[src/rtl/id_ex_operand_stage.sv]
// ID/EX pipeline register with MEM/WB operand forwarding, load-use bubble
// insertion, branch flush and a saturating bubble counter.
module id_ex_operand_stage #(
   parameter int XLEN = 32,
   parameter int REGW = 5,
   parameter int CNTW = 16
) (
   input  logic            clk,
   input  logic            rst,
   input  logic            id_valid,
   input  logic [REGW-1:0] id_rs1,
   input  logic [REGW-1:0] id_rs2,
   input  logic            id_use_rs2,
   input  logic [REGW-1:0] id_rd,
   input  logic [XLEN-1:0] id_rd1,
   input  logic [XLEN-1:0] id_rd2,
   input  logic [XLEN-1:0] id_imm,
   input  logic            id_alu_src,
   input  logic [2:0]      id_alu_sl,
   input  logic            id_reg_write,
   input  logic            id_mem_read,
   input  logic            id_mem_write,
   input  logic [REGW-1:0] mem_rd,
   input  logic [REGW-1:0] wb_rd,
   input  logic            mem_reg_write,
   input  logic            wb_reg_write,
   input  logic [XLEN-1:0] mem_result,
   input  logic [XLEN-1:0] wb_result,
   input  logic            ex_hold,
   input  logic            flush,
   output logic            stall_o,
   output logic            ex_valid,
   output logic [REGW-1:0] ex_rd,
   output logic            ex_reg_write,
   output logic            ex_mem_read,
   output logic            ex_mem_write,
   output logic [XLEN-1:0] alu_in1,
   output logic [XLEN-1:0] alu_in2,
   output logic [2:0]      alu_sl,
   output logic [XLEN-1:0] ex_store_data,
   output logic [CNTW-1:0] bubble_cnt
);

   logic [REGW-1:0] ex_rs1, ex_rs2;
   logic [XLEN-1:0] ex_rd1, ex_rd2, ex_imm;
   logic            ex_alu_src;
   logic            rw_r, mr_r, mw_r;
   logic [XLEN-1:0] fwd_rs1, fwd_rs2;
   logic            load_bubble;

   assign ex_reg_write = ex_valid & rw_r;
   assign ex_mem_read  = ex_valid & mr_r;
   assign ex_mem_write = ex_valid & mw_r;

   // A flush or hold suppresses the stall so IF/ID is not frozen needlessly.
   assign stall_o = id_valid & ex_mem_read & (ex_rd != '0) &
                    ((ex_rd == id_rs1) | (id_use_rs2 & (ex_rd == id_rs2))) &
                    ~flush & ~ex_hold;

   assign load_bubble = flush | stall_o;

   always_ff @(posedge clk or negedge rst) begin
      if (!rst) begin
         ex_valid   <= 1'b0;
         ex_rs1     <= '0;
         ex_rs2     <= '0;
         ex_rd      <= '0;
         ex_rd1     <= '0;
         ex_rd2     <= '0;
         ex_imm     <= '0;
         ex_alu_src <= 1'b0;
         alu_sl     <= '0;
         rw_r       <= 1'b0;
         mr_r       <= 1'b0;
         mw_r       <= 1'b0;
      end else if (load_bubble) begin
         ex_valid   <= 1'b0;
         ex_rs1     <= '0;
         ex_rs2     <= '0;
         ex_rd      <= '0;
         ex_rd1     <= '0;
         ex_rd2     <= '0;
         ex_imm     <= '0;
         ex_alu_src <= 1'b0;
         alu_sl     <= '0;
         rw_r       <= 1'b0;
         mr_r       <= 1'b0;
         mw_r       <= 1'b0;
      end else if (!ex_hold) begin
         ex_valid   <= id_valid;
         ex_rs1     <= id_rs1;
         ex_rs2     <= id_rs2;
         ex_rd      <= id_rd;
         ex_rd1     <= id_rd1;
         ex_rd2     <= id_rd2;
         ex_imm     <= id_imm;
         ex_alu_src <= id_alu_src;
         alu_sl     <= id_alu_sl;
         rw_r       <= id_reg_write;
         mr_r       <= id_mem_read;
         mw_r       <= id_mem_write;
      end
   end

   always_ff @(posedge clk or negedge rst) begin
      if (!rst)
         bubble_cnt <= '0;
      else if (load_bubble && bubble_cnt != '1)
         bubble_cnt <= bubble_cnt + CNTW'(1);
   end

   // MEM has the younger result, so it is checked before WB; x0 never forwards.
   always_comb begin
      fwd_rs1 = ex_rd1;
      if (mem_reg_write && mem_rd != '0 && mem_rd == ex_rs1)
         fwd_rs1 = mem_result;
      else if (wb_reg_write && wb_rd != '0 && wb_rd == ex_rs1)
         fwd_rs1 = wb_result;
   end

   always_comb begin
      fwd_rs2 = ex_rd2;
      if (mem_reg_write && mem_rd != '0 && mem_rd == ex_rs2)
         fwd_rs2 = mem_result;
      else if (wb_reg_write && wb_rd != '0 && wb_rd == ex_rs2)
         fwd_rs2 = wb_result;
   end

   assign alu_in1       = fwd_rs1;
   assign alu_in2       = ex_alu_src ? ex_imm : fwd_rs2;
   assign ex_store_data = fwd_rs2;

endmodule
[config.mk]
export PLATFORM = sky130hd
export DESIGN_NAME = id_ex_operand_stage
export DESIGN_NICKNAME = d
export VERILOG_FILES = /design/src/rtl/id_ex_operand_stage.sv
export SDC_FILE = /design/constraint.sdc
export NUM_CORES = 1
export LEC_CHECK = 0
export BUFFER_PORTS_ARGS = -buffer_cell sky130_fd_sc_hd__clkbuf_2
export CORE_MARGIN = 2
export CORE_UTILIZATION = 33
export DETAILED_ROUTE_END_ITERATION = 10
export GPL_TIMING_DRIVEN = 0
export PLACE_DENSITY = 0.59
export SLEW_MARGIN = 30
export SYNTH_ARGS = -nofsm -noshare
export SYNTH_HDL_FRONTEND = slang
export SYNTH_SLANG_ARGS = --single-unit
[constraint.sdc]
create_clock -name clk -period 2.2 [get_ports clk]
set_input_delay 0.44 -clock clk [delete_from_list [all_inputs] [get_ports clk]]
set_output_delay 0.44 -clock clk [all_outputs]
set_load 0.02 [all_outputs]
# Word level (Yosys, flattened, before mapping)
# Cells that the tools add are included.
# totals
wordCells	74
in_bits	200
reg_bits	135
# op_classes
reduce_logical	10
n_eq_ne	8
n_bitwise	13
n_addsub	1
mux	29
# op_table
op	count
2-to-1 mux 32 bit	11
equality test 5 bit	6
2-to-1 mux 5 bit	6
adder 16 x 1 -> 16 bit, second input constant	1
!= test 16 bit, second input constant	1
nonzero test 5 bit	3
2-to-1 mux 1 bit	10
AND 1 bit	9
logical AND 1 bit	7
2-to-1 mux 3 bit	2
!= test 2 x 1 -> 1 bit, second input constant	1
NOT 1 bit	2
OR 1 bit	2

# Depth between registers and ports, before layout
# Gate-level depths: netlist of the first run.
# logic_depth
word_depth	8
mapped_depth	8
depth_no_buf	6

# Worst setup path before layout of the first run
# OpenSTA, ideal clock, no wires.
# synth_path
kind	in2out
start	input mem_rd[1]
end	output alu_in2[11]
stages	8
setup_slack_ns	-0.538
arrival_ns	2.298
required_time_ns	1.760
n_path_buf	2
path_cell_list	or4_1 -> o21ai_1 -> or4_1 -> buf_4 -> buf_6 -> nor2_1 -> a31oi_1 -> mux2_2
# synth_via
elab_chain_len	5
elab_cells_between_ends	6
cone_classes	eq/ne: 1; mux: 2; reduce/logical: 3
# synth_lines
element	line	rtl
from (decl)	23	input logic [REGW-1:0] mem_rd,
nonzero test 5 bit	123	if (mem_reg_write && mem_rd != '0 && mem_rd == ex_rs2)
logical AND 1 bit	123	
logical AND 1 bit (*)	123	
2-to-1 mux 32 bit (*)	123	
via ex_store_data[11]	40	output logic [XLEN-1:0] ex_store_data,
2-to-1 mux 32 bit (*)	130	assign alu_in2 = ex_alu_src ? ex_imm : fwd_rs2;
to (decl)	38	output logic [XLEN-1:0] alu_in2,
# The timed path passes the listed nets; every way through them passes the cells marked *.

# Worst setup path in the final report of the first run
# layout_path
start	register ex_rs2[3]
end	output alu_in2[30]
# layout_via
elab_chain_len	5
elab_cells_between_ends	7
cone_classes	eq/ne: 2; mux: 3; reduce/logical: 2
# layout_lines
element	line	rtl
from (decl)	44	logic [REGW-1:0] ex_rs1, ex_rs2;
from (signal assigned)	92	ex_rs2 <= id_rs2;
equality test 5 bit	125	else if (wb_reg_write && wb_rd != '0 && wb_rd == ex_rs2)
logical AND 1 bit	125	
2-to-1 mux 32 bit	125	
2-to-1 mux 32 bit (*)	123	
2-to-1 mux 32 bit (*)	130	
# Mark *: on every way between the ends. The rest lies on a longest branch, timed or not.

==> impl_summary.txt, run 1 <==
----------------------------------------------------
[Critical path]
  Endpoint class of the critical path ... output port
  Crit Path Category ... flop to output port
  Maximum fanout along the worst path ... 10
  Startpoint class of the critical path ... flop
  Required time at the worst-slack endpoint ... 1.76 ns
  WP data arrival ... 2.53 ns

[Finish]
  Antenna diode count ... 0
  Post-Route Utilization ... 52.5%
  Filler Cells Inserted ... 2,227
  Layout cell share with drive strength beyond 1 ... 49.1%
  Final-stage net count ... 1,354
  Area growth, synth to finish ... 56.3%
  Final cell count without fillers ... 1,485

[Floorplanning]
  Placement row count ... 56
  Die height ... 158 um
  Starting density of the core ... 33.6%
  Number of I/O pins ... 325
  Horizontal extent of the die ... 158 um
  Die Area ... 25,100 um2
  Area of the core ... 23,400 um2

[Global route]
  Pin count of the biggest net entering global routing ... 71
  GR Util All Layers ... 23.2%
  Grt total ovfl ... 0
  Wire length of the first global-routing pass ... 43.2 mm
  Via count of the first global-routing pass ... 7,400
  Number of antenna violations at the first check in global routing ... 2

[STA]
  Number of max-slew violations in the final report ... 0
  Slew @ Worst Pin ... 0.979 ns
  Min Clock Period, post-route ... 2.97 ns
  Post-layout worst setup margin ... -0.769 ns
  Crit share post-route ... 135%
  Final Hold Vio Count ... 0
  Post-Route Skew ... 0.0117 ns
  Max Fclk ... 337 MHz
  Endpoints failing setup ... 185
  RSZ-0062 raised after global routing ... yes
  Worst hold slack after final layout ... 0.0390 ns
  Headroom to the max-slew limit ... 34.7%

[Routing]
  Vias ... 7,282
  Antenna violation net count after detailed routing ... 0
  Post-DR vias/cell ... 4.90
  WL/cell ... 19.8 um
  Detailed router's first-iteration violation count ... 249
  DRC errors left ... 0
  Total Wirelength ... 29.3 mm
  1st-pass router iterations ... 5

[Clocking]
  Clk sink count ... 135
  CTS Buf Count ... 17
  Buffer depth of the longest clock path ... 2
  Clock-pin slew on the worst setup and hold paths ... 0.07 ns
  CTS tree ... done
  H-tree lvl count ... 4
  Source-to-sink clock delay at the later pin of the worst-skew pair ... 0.42 ns
  Cell at the root of the clock tree ... sky130_fd_sc_hd__clkbuf_16

[Job]
  Max-Cap Viols ... 0

[Synth]
  Post-Synthesis Cell Area ... 7860 um2
  Post-synth net total ... 998
  Async SR Flop Fraction ... 100%
  Top_reg_cell synth ... sky130_fd_sc_hd__dfrtp_1
  Share of the yosys chip area belonging to registers ... 43.0%
  Synthesized netlist cell count ... 797
  Syn Area/Cell ... 9.86 um2
  Number of flops mapped to enable cells by yosys ... 0
  Unique cell type count in the Yosys netlist ... 40
  Syn. warnings ... 0
  Number of register bits inferred by synthesis ... 135

[Run status]
  Failing checks ... setup timing
  Status ... finished with violations

[Pwr]
  Power Density ... 633 nW/um2
  Leakage dissipation ... 5.90 nW
  Worst-case vdd ir drop ... 0.698 mV

[Placed design]
  Hpwl dp ... 21.5 mm
  Number of input and output port buffers inserted ... 324
  Pre-CTS setup slack ... -0.868 ns
  Cell Count Post-Placement ... 1,441
  Routability Congestion ... 0.838

[Worst hold path]
  Type of the worst min-delay path ... input port to asynchronous set/reset pin

----------------------------------------------------
## registers in the layout, indices dropped and copies added (netlist names)
| signal | flops |
|---|---|
| alu_sl | 3 |
| bubble_cnt | 16 |
| ex_alu_src | 1 |
| ex_imm | 32 |
| ex_rd | 5 |
| ex_rd1 | 32 |
| ex_rd2 | 32 |
| ex_rs1 | 5 |
| ex_rs2 | 5 |
| ex_valid | 1 |
| mr_r | 1 |
| mw_r | 1 |
| rw_r | 1 |
## critical path, stage by stage, from the launching register on
cell,delay (ns)
sky130_fd_sc_hd__dfrtp_1,0.43
sky130_fd_sc_hd__xor2_1,0.16
sky130_fd_sc_hd__or4_4,0.53
sky130_fd_sc_hd__buf_12,0.18
sky130_fd_sc_hd__buf_8,0.17
sky130_fd_sc_hd__nor2_2,0.13
sky130_fd_sc_hd__a31oi_4,0.05
sky130_fd_sc_hd__mux2_4,0.29
sky130_fd_sc_hd__clkbuf_2,0.16
## stage by stage
| step | total power, mW | cell area [um2] | TNS, ns |
|---|---|---|---|
| after floorplan | 3.94 | 8590 | -15.00 |
| after global placement | 4.64 | 10600 | -387.08 |
| after detailed placement | 4.67 | 10700 | -143.28 |
| after CTS | 7.74 | 11900 | -69.89 |
| after global routing | 8.12 | 12300 | -82.21 |
| final | 7.78 | 12300 | -59.02 |
## cell usage in the layout (no fill, tap or decap), types with 10 or more instances in the layout
cell                        count
sky130_fd_sc_hd__xor2_1        20
sky130_fd_sc_hd__nor2_1       125
sky130_fd_sc_hd__o21ai_2       23
sky130_fd_sc_hd__buf_12        11
sky130_fd_sc_hd__clkbuf_4      10
sky130_fd_sc_hd__dfrtp_1      132
sky130_fd_sc_hd__buf_4         46
sky130_fd_sc_hd__clkbuf_2     234
sky130_fd_sc_hd__buf_8         15
sky130_fd_sc_hd__o21ai_1       11
sky130_fd_sc_hd__mux2i_1      147
sky130_fd_sc_hd__nand2_2       29
sky130_fd_sc_hd__mux2_4        32
sky130_fd_sc_hd__nand2_1       73
sky130_fd_sc_hd__a31oi_4       32
sky130_fd_sc_hd__nor2_4        21
sky130_fd_sc_hd__xnor2_1       18
sky130_fd_sc_hd__clkbuf_8      19
sky130_fd_sc_hd__clkbuf_1      18
sky130_fd_sc_hd__buf_6         33
sky130_fd_sc_hd__clkbuf_16     23
## path summary, 6_finish.rpt
path,cells past startpoint,end,start,slack (ns)
min reg2reg,1,bubble_cnt[15]$_DFFE_PN0P_,bubble_cnt[15]$_DFFE_PN0P_,0.50
max in group asynchronous,2,ex_rs2[4]$_DFFE_PN0P_,rst,1.36
max reg2reg,6,bubble_cnt[10]$_DFFE_PN0P_,ex_rd[4]$_DFFE_PN0P_,-0.09
min,1,ex_imm[19]$_DFFE_PN0P_,rst,0.04
min in group clk,3,ex_imm[20]$_DFFE_PN0P_,id_imm[20],0.26
max,8,alu_in2[30],ex_rs2[3]$_DFFE_PN0P_,-0.77
## synth_stat cells (2+ instances only)
master / number / area [um2]
sky130_fd_sc_hd__mux2i_1: 150 / 1500
sky130_fd_sc_hd__clkbuf_8: 2 / 27.5
sky130_fd_sc_hd__dfrtp_1: 135 / 3380
sky130_fd_sc_hd__clkbuf_1: 26 / 97.6
sky130_fd_sc_hd__o21ai_0: 35 / 175
sky130_fd_sc_hd__a31oi_1: 8 / 50.1
sky130_fd_sc_hd__and3_1: 6 / 37.5
sky130_fd_sc_hd__a31oi_2: 25 / 313
sky130_fd_sc_hd__a21oi_1: 2 / 10.0
sky130_fd_sc_hd__nor3_1: 2 / 10.0
sky130_fd_sc_hd__inv_1: 4 / 15.0
sky130_fd_sc_hd__nand4_1: 8 / 50.1
sky130_fd_sc_hd__buf_4: 3 / 22.5
sky130_fd_sc_hd__or4_1: 4 / 30.0
sky130_fd_sc_hd__xor2_1: 20 / 175
sky130_fd_sc_hd__nand2_2: 20 / 125
sky130_fd_sc_hd__xnor2_1: 21 / 184
sky130_fd_sc_hd__nand2_1: 83 / 312
sky130_fd_sc_hd__buf_6: 6 / 67.6
sky130_fd_sc_hd__nor4_1: 2 / 12.5
sky130_fd_sc_hd__nor2_1: 153 / 574
sky130_fd_sc_hd__nand3b_1: 2 / 15.0
sky130_fd_sc_hd__buf_2: 18 / 90.1
sky130_fd_sc_hd__mux2_2: 36 / 405
sky130_fd_sc_hd__and2_1: 3 / 18.8
sky130_fd_sc_hd__nand3_1: 9 / 45.0
## layer usage
| layer | vias to the layer above | wire length, um | global-route usage (%) |
|---|---|---|---|
| li1 | 3454 | - | - |
| met1 | 3546 | 12200 | 29.1 |
| met2 | 246 | 14400 | 39.2 |
| met3 | 34 | 2160 | 6.48 |
| met4 | 2 | 563 | 6.35 |
| met5 | - | 16 | 0 |
## report_power, final
part	switching (mW)	internal (mW)	leakage, nW
clock	1.17	1.77	0.287
sequential	0.171	2.67	1.78
combinational	1.06	0.938	3.84
## cell families after synthesis
logic type | synth area share, %
AO/OA/AOI/OAI | 7.39
XOR/XNOR | 4.57
adder cells (fa/ha/maj) | 0.159
buffers and inverters | 4.12
flip-flops | 43.0
multiplexers | 24.3
AND/OR/NAND/NOR | 16.5
## what timing repair did
action | 4_1_cts | 5_1_grt
setup endpoints to repair | 230 | 230
setup buffers | 7 | 3
hold buffers | 0 | 0
pin swaps | 10 | 9
resized for setup | 147 | 180
cloned | 1 | 3
endpoints found under the hold margin | 0 | 0
## area by class of cell
| class | instances | area [um2] | share of cell area (%) |
|---|---|---|---|
| Buffer | 56 | 581 | 4.73 |
| Clock buffer | 22 | 474 | 3.86 |
| Clock inverter | 10 | 120 | 0.978 |
| Inverter | 4 | 15.0 | 0.122 |
| Multi-Input combinational cell | 602 | 4980 | 40.6 |
| Sequential cell | 135 | 3380 | 27.5 |
| Tap cell | 319 | 399 | 3.25 |
| Timing Repair Buffer | 337 | 2330 | 19.0 |
(Power assumes the default switching activity.)
==> inputs of run 2 (changes only) <==
CORE_MARGIN = unset   (was 2)
==> impl_summary.txt, run 2 (same netlist as run 1, synthesis figures left out) <==
----------------------------------------------------
[STA]
  Final Hold Vio Count ... 0 (unchanged)
  Max Fclk ... 333 MHz (was 337 MHz)
  Endpoints failing setup ... 97 (was 185)
  Crit share post-route ... 137% (was 135%)
  Post-Route Skew ... 0.00907 ns (was 0.0117 ns)
  Number of max-slew violations in the final report ... 0 (unchanged)
  Headroom to the max-slew limit ... 33.8% (was 34.7%)
  Post-layout worst setup margin ... -0.806 ns (was -0.769 ns)
  Min Clock Period, post-route ... 3.01 ns (was 2.97 ns)
  RSZ-0062 raised after global routing ... yes (unchanged)
  Slew @ Worst Pin ... 0.993 ns (was 0.979 ns)

[Pwr]
  Net switching component of the power ... 2.44 mW (was 2.40 mW)
  Cell-internal power ... 5.75 mW (was 5.38 mW)
  Power Density ... 625 nW/um2 (was 633 nW/um2)
  Overall power of the completed layout ... 8.20 mW (was 7.78 mW)
  Reg power frac ... 34.8% (was 36.6%)
  Switching power as a share of total power ... 29.8% (was 30.8%)
  Worst-case vdd ir drop ... 0.735 mV (was 0.698 mV)
  Clock network power share ... 38.9% (was 37.7%)
  Part of the power in combinational logic ... 26.3% (was 25.7%)
  Leakage dissipation ... 6.25 nW (was 5.90 nW)

[Critical path]
  WP data arrival ... 2.57 ns (was 2.53 ns)
  Endpoint of the worst register-to-register path ... bubble_cnt[10]$_DFFE_PN0P_ (unchanged)
  Startpoint class of the critical path ... flop (unchanged)
  Beginning of the critical path ... ex_rs2[2]$_DFFE_PN0P_ (was ex_rs2[3]$_DFFE_PN0P_)
  Maximum fanout along the worst path ... 10 (unchanged)
  Worst setup path end ... alu_in2[16] (was alu_in2[30])
  Minimum setup slack among reg-to-reg paths ... 0.01 ns (was -0.09 ns)
  R2R Path Start ... ex_rd[3]$_DFFE_PN0P_ (was ex_rd[4]$_DFFE_PN0P_)
  Required time at the worst-slack endpoint ... 1.76 ns (about the same)
  Number of cells on the worst reg-to-reg path ... 7 (was 6)
  Endpoint class of the critical path ... output port (unchanged)
  Crit Path Category ... flop to output port (unchanged)

[Floorplanning]
  Placement row count ... 56 (unchanged)
  Die Area ... 24,400 um2 (was 25,100 um2)
  Number of I/O pins ... 325 (unchanged)
  Die height ... 156 um (was 158 um)
  Starting density of the core ... 33.6% (unchanged)
  Horizontal extent of the die ... 156 um (was 158 um)
  Area of the core ... 23,400 um2 (unchanged)

[Placed design]
  Hpwl dp ... 21.2 mm (was 21.5 mm)
  Pre-CTS setup slack ... -1.08 ns (was -0.868 ns)
  Number of input and output port buffers inserted ... 324 (unchanged)
  Routability Congestion ... 0.853 (was 0.838)

[Global route]
  Grt total ovfl ... 0 (unchanged)
  Wire length of the first global-routing pass ... 44.7 mm (was 43.2 mm)
  Number of antenna violations at the first check in global routing ... 0 (was 2)
  Pin count of the biggest net entering global routing ... 73 (was 71)
  GR Util All Layers ... 24.6% (was 23.2%)
  Via count of the first global-routing pass ... 7,766 (was 7,400)

[Clocking]
  Buffer depth of the longest clock path ... 2 (unchanged)
  CTS Buf Count ... 17 (unchanged)
  H-tree lvl count ... 4 (unchanged)
  Clk sink count ... 135 (unchanged)
  Cell at the root of the clock tree ... sky130_fd_sc_hd__clkbuf_16 (unchanged)
  CTS tree ... done (unchanged)
  CTS Hold Buffers Added ... 0 (unchanged)
  Clock-pin slew on the worst setup and hold paths ... 0.06 ns (was 0.07 ns)
  Source-to-sink clock delay at the later pin of the worst-skew pair ... 0.41 ns (was 0.42 ns)

[Finish]
  Layout cell share with drive strength beyond 1 ... 53.3% (was 49.1%)
  Post-Route Utilization ... 56.1% (was 52.5%)
  Area growth, synth to finish ... 66.9% (was 56.3%)
  Most common library cell in the layout ignoring fill and taps ... sky130_fd_sc_hd__clkbuf_2 (unchanged)
  Largest registers ... ex_imm x32, ex_rd1 x32, ex_rd2 x32 (unchanged)
  Final-stage net count ... 1,380 (was 1,354)
  Commonest cells after routing, fill and taps aside ... sky130_fd_sc_hd__clkbuf_2 (234), sky130_fd_sc_hd__mux2i_1 (146), sky130_fd_sc_hd__dfrtp_1 (127), sky130_fd_sc_hd__nor2_1 (123), sky130_fd_sc_hd__nand2_1 (55) (was sky130_fd_sc_hd__clkbuf_2 (234), sky130_fd_sc_hd__mux2i_1 (147), sky130_fd_sc_hd__dfrtp_1 (132), sky130_fd_sc_hd__nor2_1 (125), sky130_fd_sc_hd__nand2_1 (73))

[Job]
  Max-Cap Viols ... 0 (unchanged)

[Worst hold path]
  Type of the worst min-delay path ... input port to asynchronous set/reset pin (unchanged)

[Run status]
  Failing checks ... setup timing (unchanged)
  Status ... finished with violations (unchanged)

[Routing]
  WL/cell ... 19.9 um (was 19.8 um)
  1st-pass router iterations ... 4 (was 5)
  DRC errors left ... 0 (unchanged)
  Post-DR vias/cell ... 4.88 (was 4.90)
  Antenna violation net count after detailed routing ... 0 (unchanged)
  Total Wirelength ... 30.0 mm (was 29.3 mm)
  Vias ... 7,363 (was 7,282)
  Detailed router's first-iteration violation count ... 264 (was 249)

----------------------------------------------------
-- run 2: cell count changes in the layout (fill, tap and decap cells not counted), sizes merged --
cell | before | now
clkbuf | 304 | 326
bufinv | 2 | 5
clkinv | 5 | 6
clkinvlp | 2 | 1
diode | 0 | 1
inv | 5 | 4
-- run 2: worst max-delay path: stages, from the launching register on --
cell	delay, ns
sky130_fd_sc_hd__dfrtp_1	0.43
sky130_fd_sc_hd__xor2_1	0.17
sky130_fd_sc_hd__nor4_2	0.38
sky130_fd_sc_hd__and3_1	0.23
sky130_fd_sc_hd__buf_6	0.15
sky130_fd_sc_hd__buf_12	0.16
sky130_fd_sc_hd__nand2_2	0.08
sky130_fd_sc_hd__a31oi_4	0.21
sky130_fd_sc_hd__mux2_4	0.18
sky130_fd_sc_hd__clkbuf_8	0.14
-- run 2: worst min-delay path by stage --
stage	from	endpoint	slack [ns]	cells after the start
detailed placement	rst	bubble_cnt[5]$_DFFE_PN0P_	0.49	1
global placement	bubble_cnt[6]$_DFFE_PN0P_	bubble_cnt[6]$_DFFE_PN0P_	0.49	1
finish	rst	ex_imm[17]$_DFFE_PN0P_	0.03	1
floorplan	rst	alu_sl[0]$_DFFE_PN0P_	0.14	0
global route	rst	ex_imm[17]$_DFFE_PN0P_	0.05	1
CTS	rst	bubble_cnt[5]$_DFFE_PN0P_	0.03	1
-- run 2: routing by layer --
| layer | wire length, um | GRT usage, % | share of wire [%] | up-vias |
|---|---|---|---|---|
| met4 | 401 | 6.54 | 1.3 | 0 |
| met1 | 12700 | 30.0 | 42 | 3606 |
| li1 | - | - | - | 3515 |
| met5 | 0 | 0 | 0 | - |
| met2 | 15100 | 42.2 | 50 | 220 |
| met3 | 1850 | 7.01 | 6.2 | 22 |
-- run 2: repair_timing --
item / 4_1_cts / 5_1_grt
endpoints found under the setup margin: 230 / 181
buffers inserted: 23 / 8
resized for setup: 270 / 99
pin swaps: 28 / 21
gates cloned: 6 / 2
hold endpoints to repair: 0 / 0
-- run 2: layout make-up --
| class | count | area, um2 |
|---|---|---|
| fillers | 2108 | 10300 |
| multi-input cells | 602 | 5190 |
| flip-flops and latches | 135 | 3390 |
| repair buffers | 363 | 2840 |
| plain buffers | 56 | 646 |
| clock buffers | 18 | 439 |
| well taps | 319 | 399 |
| clock inverters | 12 | 203 |
| inverters | 4 | 15.0 |
| diodes | 1 | 2.50 |
-- run 2: power groups by stage --
stage	clock network, mW	logic, mW	registers [mW]
floorplan	0	1.01	2.93
global placement	0	1.76	2.88
detailed placement	0	1.79	2.88
CTS	3.24	2.07	2.84
global route	3.37	2.30	2.87
finish	3.19	2.15	2.85
-- run 2: per-stage QoR --
stage	setup TNS (ns)	hold slack, ns	instance area, um2	cells
after global placement	-393.20	0.488	10600	1440
final	-57.69	0.0269	13100	1510
after floorplan	-15.00	0.144	8590	797
after global routing	-66.54	0.0526	13100	1509
after detailed placement	-148.23	0.487	10700	1441
after CTS	-60.84	0.0265	12800	1500
